<file path="src/rtl/calc_sequencer.sv">
// Two-operand 4-bit add/subtract sequencer driven by a single debounced pushbutton.
// Each press steps LOAD_A -> LOAD_B -> COMPUTE -> SHOW and back to LOAD_A.
module calc_sequencer #(
  parameter int DEBOUNCE_CYCLES = 500000
) (
  input  logic       clk,
  input  logic       rst_n,
  input  logic       key_n,
  input  logic [3:0] sw_data,
  input  logic       sw_sub,
  output logic [3:0] disp_a,
  output logic [3:0] disp_b,
  output logic [3:0] disp_r,
  output logic       cout,
  output logic       ovf,
  output logic       result_valid,
  output logic [1:0] state_led
);

  localparam logic [1:0] LOAD_A  = 2'b00;
  localparam logic [1:0] LOAD_B  = 2'b01;
  localparam logic [1:0] COMPUTE = 2'b10;
  localparam logic [1:0] SHOW    = 2'b11;

  localparam int CNT_W = (DEBOUNCE_CYCLES > 1) ? $clog2(DEBOUNCE_CYCLES) : 1;
  localparam logic [CNT_W-1:0] CNT_MAX = CNT_W'(DEBOUNCE_CYCLES - 1);

  logic             key_p0, key_p1;
  logic             key_acc, key_acc_d;
  logic [CNT_W-1:0] db_cnt;
  logic             press;
  logic [1:0]       state;
  logic [3:0]       a_q, b_q;
  logic             op_q;

  // Returns {carry, overflow, sum}; subtraction is A + ~B + 1.
  function automatic logic [5:0] addsub(input logic [3:0] a, input logic [3:0] b,
                                        input logic sub);
    logic [3:0] bx;
    logic [4:0] sum;
    bx  = b ^ {4{sub}};
    sum = {1'b0, a} + {1'b0, bx} + {4'b0000, sub};
    return {sum[4], (a[3] == bx[3]) && (sum[3] != a[3]), sum[3:0]};
  endfunction

  // Synchronizer stage: idles at the released level
  always_ff @(posedge clk or negedge rst_n) begin
    if (!rst_n) begin
      key_p0 <= 1'b1;
      key_p1 <= 1'b1;
    end else begin
      key_p0 <= key_n;
      key_p1 <= key_p0;
    end
  end

  // Debounce stage: accept a new level only after CNT_MAX+1 consecutive differing cycles
  always_ff @(posedge clk or negedge rst_n) begin
    if (!rst_n) begin
      key_acc   <= 1'b1;
      key_acc_d <= 1'b1;
      db_cnt    <= '0;
    end else begin
      key_acc_d <= key_acc;
      if (key_p1 == key_acc) begin
        db_cnt <= '0;
      end else if (db_cnt == CNT_MAX) begin
        key_acc <= key_p1;
        db_cnt  <= '0;
      end else begin
        db_cnt <= db_cnt + 1'b1;
      end
    end
  end

  assign press = key_acc_d & ~key_acc;

  // Sequencer stage
  always_ff @(posedge clk or negedge rst_n) begin
    if (!rst_n) begin
      state        <= LOAD_A;
      a_q          <= '0;
      b_q          <= '0;
      op_q         <= 1'b0;
      disp_r       <= '0;
      cout         <= 1'b0;
      ovf          <= 1'b0;
      result_valid <= 1'b0;
    end else begin
      case (state)
        LOAD_A: if (press) begin
          a_q   <= sw_data;
          state <= LOAD_B;
        end
        LOAD_B: if (press) begin
          b_q   <= sw_data;
          op_q  <= sw_sub;
          state <= COMPUTE;
        end
        COMPUTE: begin
          {cout, ovf, disp_r} <= addsub(a_q, b_q, op_q);
          result_valid        <= 1'b1;
          state               <= SHOW;
        end
        default: if (press) begin
          result_valid <= 1'b0;
          state        <= LOAD_A;
        end
      endcase
    end
  end

  assign disp_a    = a_q;
  assign disp_b    = b_q;
  assign state_led = state;

endmodule

</file>
<file path="config.mk">
export PLATFORM = sky130hd
export DESIGN_NAME = calc_sequencer
export DESIGN_NICKNAME = d
export VERILOG_FILES = /design/src/rtl/calc_sequencer.sv
export SDC_FILE = /design/constraint.sdc
export NUM_CORES = 1
export LEC_CHECK = 0
export ABC_AREA = 1
export CAP_MARGIN = 20
export CORE_MARGIN = 2
export CORE_UTILIZATION = 35
export CTS_CLUSTER_SIZE = 10
export DETAILED_ROUTE_END_ITERATION = 7
export PLACE_DENSITY = 0.54
export SLEW_MARGIN = 20
export SYNTH_ARGS = -nofsm -noshare
export SYNTH_HDL_FRONTEND = slang
export SYNTH_SLANG_ARGS = --single-unit
export TNS_END_PERCENT = 10
</file>
<file path="constraint.sdc">
create_clock -name clk -period 1.85 [get_ports clk]
set_input_delay 0.4625 -clock clk [delete_from_list [all_inputs] [get_ports clk]]
set_output_delay 0.4625 -clock clk [all_outputs]
set_load 0.005 [all_outputs]
</file>
==> metrics.md, run 1 <==
| Metric | Value |
|---|---|
| Worst Path Arrival | `1.27 ns` |
| Peak supply drop | `329 uV` |
| Final hold violations | `0` |
| CTS H-tree depth | `2` |
| Area after DPL | `2520 sq um` |
| Final WL | `4.50 mm` |
| I/O pin cnt | `25` |
| Data required time of the worst path | `1.39 ns` |
| Min-Delay Path Class | `in2async` |
| Master of the slowest instance on the critical path | `clkdlybuf4s50_1` |
| Layout cells sized above 1 | `0.0924` |
| RSZ-0062 raised after global routing | `false` |
| # rows | `28` |
| Slew Limit Headroom | `0.652` |
| Die span in y | `82.6 um` |
| Max Fanout on Critical Path | `5` |
| Worst path top cell family by delay | `buffers and inverters` |
| CP cell instances | `clkdlybuf4s50_1` |
| Clock Tree Buf Depth | `2` |
| Synth unique cells | `25` |
| Final ANT Viol Nets | `0` |
| Initial Util | `0.363` |
| Setup crit start kind | `register` |
| Pwr Density | `610 nW/um^2` |
| Syn_nets | `286` |
| Worst path bufs/invs | `1` |
| Count of input and output buffers | `24` |
| Worst-Skew Late Latency | `0.29 ns` |
| Pre-CTS WS | `0.223 ns` |
| Root cell of the clock tree | `clkbuf_8` |
| Ant diodes | `0` |
| Final number of setup-violating endpoints | `0` |
| Full die area | `6830 sq um` |
| Worst r2r path cells | `6` |
| Vias | `1743` |
| Final Cell Area | `2620 sq um` |
| Inserted Clock Buffers | `5` |
| Status | `complete, no violations` |
| GR Util All Layers | `0.149` |
| Synth Warn # | `0` |
| Final setup TNS | `0 ns` |
| Routed WL per cell | `11.9 um` |
| Total power | `1600 uW` |
| Fin crit period | `1.73 ns` |
| First-pass GRT wire length | `7.67 mm` |
| Initial antenna violation count | `0` |
| #FFs+latches synth | `41` |
| Die extent in x | `82.6 um` |
| Vias per cell | `4.61` |
| Syn_area_per_cell | `8.05 sq um` |
| Core box area | `5960 sq um` |
| Largest net degree at the start of global routing | `24` |
| CTS tree | `yes` |
| Cell depth of the worst setup path | `1` |
| CTS sink cnt | `41` |
| Vias in the first global route | `1707` |
| # DRC | `0` |
| GP Congestion | `0.849` |
| Layout Utilization | `0.439` |
| Overflow after GRT | `0` |
| Post-Syn Instances | `269` |
| Fmax | `0.577 GHz` |
| Crit end category | `output pin` |
| Final worst slack | `0.116 ns` |
| P&R area growth vs syn | `20.9%` |
| Final worst path period share | `0.937` |
| Final net count | `319` |
| Maxcap violations | `0` |
| Sequential fraction of the synthesis area | `0.476` |
| Crit-path max cell delay | `0.54 ns` |
| Worst slew pin tran | `0.519 ns` |
| First-pass detailed-route iteration total | `4` |
| Hpwl dp | `3.43 mm` |
| Synth Cell Area | `2160 sq um` |
| CTS clk-pin slew, worst paths | `0.08 ns` |
| Postcts setup bufs | `0` |
| Crit Path Class | `reg2out` |
| Initial DRC Count | `58` |
| Max-slew violations | `0` |
| Leakage | `0.00117 uW` |
| Setup Skew | `0.00902 ns` |
==> where the power goes <==
group          switching [uW]  total, uW  leakage (uW)  internal, uW
logic                    46.9       78.2      0.000615          31.2
registers                7.48        913      0.000512           906
clock network             301        606     0.0000455           305
total                     356       1600       0.00117          1240
==> placed cells by master (no fill, tap or decap) <==
cell type	count
ha_1	8
inv_2	1
a21oi_2	1
clkbuf_1	2
nor2_2	3
buf_12	1
a31oi_1	2
inv_1	32
buf_2	1
dfstp_2	4
nand2_1	65
a211oi_1	1
nor2_1	44
xnor2_1	1
nand3_2	2
nor2_4	3
clkdlybuf4s50_1	23
buf_4	2
clkbuf_8	6
nand4_1	4
nand2_2	4
dfrtp_1	37
nand3_1	15
xor2_1	10
o21ai_0	12
and2_1	1
nor3_1	4
fa_1	1
a21oi_1	11
nand3b_1	1
o211ai_1	1
==> worst register-to-register path, stage by stage, from the launching register on <==
cell and delay, ns:
dfrtp_1 0.43, xor2_1 0.18, ha_1 0.34, a21oi_1 0.32
nand3_1 0.12, o21ai_0 0.09, nor2_1 0.07
==> worst paths after layout <==
check	startpoint	to	slack, ns
max	disp_a[3]	disp_a[3]	0.12
min	rst_n	disp_a[0]	0.12
max reg2reg	op_q	disp_r[3]	0.20
min reg2reg	key_p0	key_p1	0.36
max in group asynchronous	rst_n	state_led[1]	1.26
min in group clk	key_p0	key_p1	0.36
==> per-layer routing <==
metal | vias to the layer above | global-route usage | share of wire
li1 | 914 | - | -
met1 | 795 | 0.189 | 0.49
met2 | 29 | 0.252 | 0.46
met3 | 5 | 0.0304 | 0.038
met4 | 0 | 0.0541 | 0.011
met5 | - | 0 | 0
==> per-stage QoR <==
step / hold WS (ns) / cells
6_report: 0.118 / 378
5_1_grt: 0.134 / 378
4_1_cts: 0.124 / 378
3_5_place_dp: 0.347 / 370
3_3_place_gp: 0.346 / 370
2_1_floorplan: 0.167 / 269
==> Yosys cell counts, drive strengths merged <==
cell type / number / area [sq um]
a31oi: 2 / 12.5
o21ai: 12 / 60.1
dfrtp: 37 / 926
o211ai: 1 / 7.51
nand3b: 1 / 7.51
dfstp: 4 / 105
and2: 1 / 6.26
a21oi: 12 / 60.1
inv: 33 / 124
nand2: 69 / 269
xor2: 10 / 87.6
nand4: 4 / 25.0
nor2: 50 / 218
nor3: 4 / 20.0
buf: 1 / 5.00
xnor2: 1 / 8.76
ha: 8 / 100
a211oi: 1 / 7.51
nand3: 17 / 95.1
fa: 1 / 20.0
==> sequential cells by signal (all words and copies together), names as in the netlist <==
register,cells
op_q,1
db_cnt,19
key_acc,1
result_valid,1
ovf,1
disp_a,4
key_p0,1
disp_b,4
state_led,2
cout,1
key_acc_d,1
key_p1,1
disp_r,4
==> kinds of logic after synthesis <==
logic type      after synthesis  synth area share
fa+ha+maj                     9            0.0555
buf+inv                      34            0.0595
flops                        41             0.476
xor+xnor                     11            0.0445
compound gates               28            0.0682
simple gates                146             0.296
==> area by class of cell <==
| class | count | area, sq um |
|---|---|---|
| Fill cell | 619 | 3340 |
| Sequential cell | 41 | 1030 |
| Tap cell | 75 | 93.8 |
| Clock buffer | 8 | 90.1 |
| Multi-Input combinational cell | 194 | 1010 |
| Timing Repair Buffer | 27 | 270 |
| Inverter | 33 | 124 |
==> timing repair <==
action                     CTS  global route
gates resized for setup      0             1
hold buffers                 0             0
setup endpoints to repair    0             1
(Power assumes the default switching activity.)
==> run 2: changes to the inputs <==
- DONT_BUFFER_PORTS: default -> 1
- GPL_ROUTABILITY_DRIVEN: default -> 0
- PLACE_DENSITY: 0.54 -> 0.49
- TNS_END_PERCENT: 10 -> 50
==> metrics.md, run 2 (synthesized netlist as in run 1, its figures left out) <==
| Metric | Value |
|---|---|
| Root cell of the clock tree | `clkbuf_8` |
| Worst-Skew Late Latency | `0.29 ns (about the same)` |
| Final number of setup-violating endpoints | `0 (unchanged)` |
| GR Util All Layers | `0.152 (+0.00221)` |
| Peak supply drop | `393 uV (+19%)` |
| Max-slew violations | `0 (unchanged)` |
| P&R area growth vs syn | `12.4%` |
| Crit end category | `register` |
| Min-Delay Path Class | `in2async` |
| Overflow after GRT | `0 (unchanged)` |
| Final net count | `296 (-7.2%)` |
| R2R Setup Slk | `0.23 ns (+0.03 ns)` |
| Final WL | `4.53 mm (+0.73%)` |
| Cts repair resizes | `0 (unchanged)` |
| CP dominant cell by count | `nand2_1` |
| Fill cells | `601 (-2.9%)` |
| Largest net degree at the start of global routing | `39 (+63%)` |
| Hold buffers post-CTS | `2 (+2)` |
| Crit-path max cell delay | `0.41 ns (-0.13 ns)` |
| Biggest register | `db_cnt` |
| Final worst path period share | `0.877 (-0.0599)` |
| Layout cells sized above 1 | `0.100 (+0.00759)` |
| Vias per cell | `4.75 (+3.0%)` |
| Worst Path Arrival | `1.84 ns (+0.57 ns)` |
| CTS clk-pin slew, worst paths | `0.08 ns (about the same)` |
| Max reg flops | `19 (unchanged)` |
| Sequential cell area | `1030 sq um (unchanged)` |
| Layout Utilization | `0.408 (-0.0311)` |
| Worst hold margin | `0.00362 ns (-0.114 ns)` |
| Leakage | `0.00111 uW (-5.7%)` |
| Ant diodes | `0 (unchanged)` |
| First-pass GRT wire length | `7.78 mm (+1.4%)` |
| Most frequent cells in the layout | `65 x nand2_1, 44 x nor2_1, 37 x dfrtp_1` |
| Multi-input logic area | `1000 sq um (-0.37%)` |
| Count of input and output buffers | `0 (-100%)` |
| Die extent in x | `82.6 um (unchanged)` |
| Final hold violations | `0 (unchanged)` |
| Crit Path Class | `reg2reg` |
| Worst slew pin tran | `0.362 ns (-0.156 ns)` |
| Fin crit period | `1.62 ns (-0.111 ns)` |
| Die span in y | `82.6 um (unchanged)` |
| Final setup TNS | `0 ns (unchanged)` |
| Max Fanout on Critical Path | `4 (-1)` |
| Worst path bufs/invs | `1 (unchanged)` |
| Clock Tree Buf Depth | `2 (unchanged)` |
| Worst path top cell family by delay | `simple AND/OR/NAND/NOR gates` |
| Full die area | `6830 sq um (unchanged)` |
| CTS sink cnt | `41 (unchanged)` |
| CP cell instances | `ha_1 -> nand2_1 -> inv_1 -> nand2_1 -> nor2_1 -> a21oi_1 -> nand2_1 -> nor2_1` |
| Fmax | `0.616 GHz (+6.8%)` |
| Routed WL per cell | `12.8 um (+7.3%)` |
| First-pass detailed-route iteration total | `4 (unchanged)` |
| RSZ-0062 raised after global routing | `false` |
| Most common cell after layout, fill and taps aside | `nand2_1` |
| # rows | `28 (unchanged)` |
| Setup Skew | `0.00454 ns (-0.00448 ns)` |
| Final ANT Viol Nets | `0 (unchanged)` |
| CTS H-tree depth | `2 (unchanged)` |
| Initial antenna violation count | `0 (unchanged)` |
| Inserted Clock Buffers | `5 (unchanged)` |
| Master of the slowest instance on the critical path | `dfrtp_1` |
| # DRC | `0 (unchanged)` |
| Slew Limit Headroom | `0.757 (+0.105)` |
| Initial DRC Count | `78 (+34%)` |
| Data required time of the worst path | `2.07 ns (+0.68 ns)` |
| Vias | `1686 (-3.3%)` |
| Core box area | `5960 sq um (unchanged)` |
| Total power | `1830 uW (+15%)` |
| Initial Util | `0.363 (unchanged)` |
| Postcts setup bufs | `0 (unchanged)` |
| Status | `complete, no violations` |
| Maxcap violations | `0 (unchanged)` |
| Setup crit start kind | `register` |
| Pwr Density | `752 nW/um^2 (+23%)` |
| Hpwl dp | `3.36 mm (-2.0%)` |
| Vias in the first global route | `1693 (-0.82%)` |
| CTS tree | `yes` |
| I/O pin cnt | `25 (unchanged)` |
## run 2: cell types whose count changed in the layout (fill, tap and decap cells not counted), sizes merged
cell           before  now
clkinv              0    1
bufinv              0    2
clkdlybuf4s50      23    0
clkbuf              8    5
dlygate4sd3         0    1
buf                 4    3
## run 2: power breakdown
part	total, uW	switching [uW]	internal [uW]	leakage [uW]
Sequential	913	7.56	906	0.000512
Combinational	66.7	45.3	21.3	0.000526
Clock	850	314	536	0.0000681
## run 2: area by class of cell
cell class	instances	share of cell area
multi-input cells	194	0.413
clock buffers	5	0.0283
repair buffers	4	0.0185
inverters	33	0.0509
well taps	75	0.0386
flip-flops and latches	41	0.424
clock inverters	3	0.0267
## run 2: metrics by stage
stage | cells | setup slack [ns] | cell area, sq um
final | 355 | 0.227 | 2430
after CTS | 355 | 0.210 | 2430
after detailed placement | 345 | 0.231 | 2270
after global routing | 355 | 0.0295 | 2430
after global placement | 345 | 0.282 | 2270
after floorplan | 269 | 0.374 | 2160
## run 2: routing by layer
metal	wire, um	up-vias	share of wire	global-route usage
li1	-	867	-	-
met1	2230	783	0.49	0.196
met2	2030	31	0.45	0.251
met3	221	5	0.049	0.0380
met4	41	0	0.0091	0.0443
met5	0	-	0	0
## run 2: final timing paths
| check | startpoint | end | cells past startpoint |
|---|---|---|---|
| setup / recovery | db_cnt[0] | db_cnt[18] | 8 |
| hold / removal | rst_n | disp_r[0] | 1 |
| setup reg to reg | db_cnt[0] | db_cnt[18] | 8 |
| hold reg to reg | key_p0 | key_p1 | 0 |
| max in group asynchronous | rst_n | key_p0 | 1 |
| min in group clk | key_n | key_p0 | 0 |
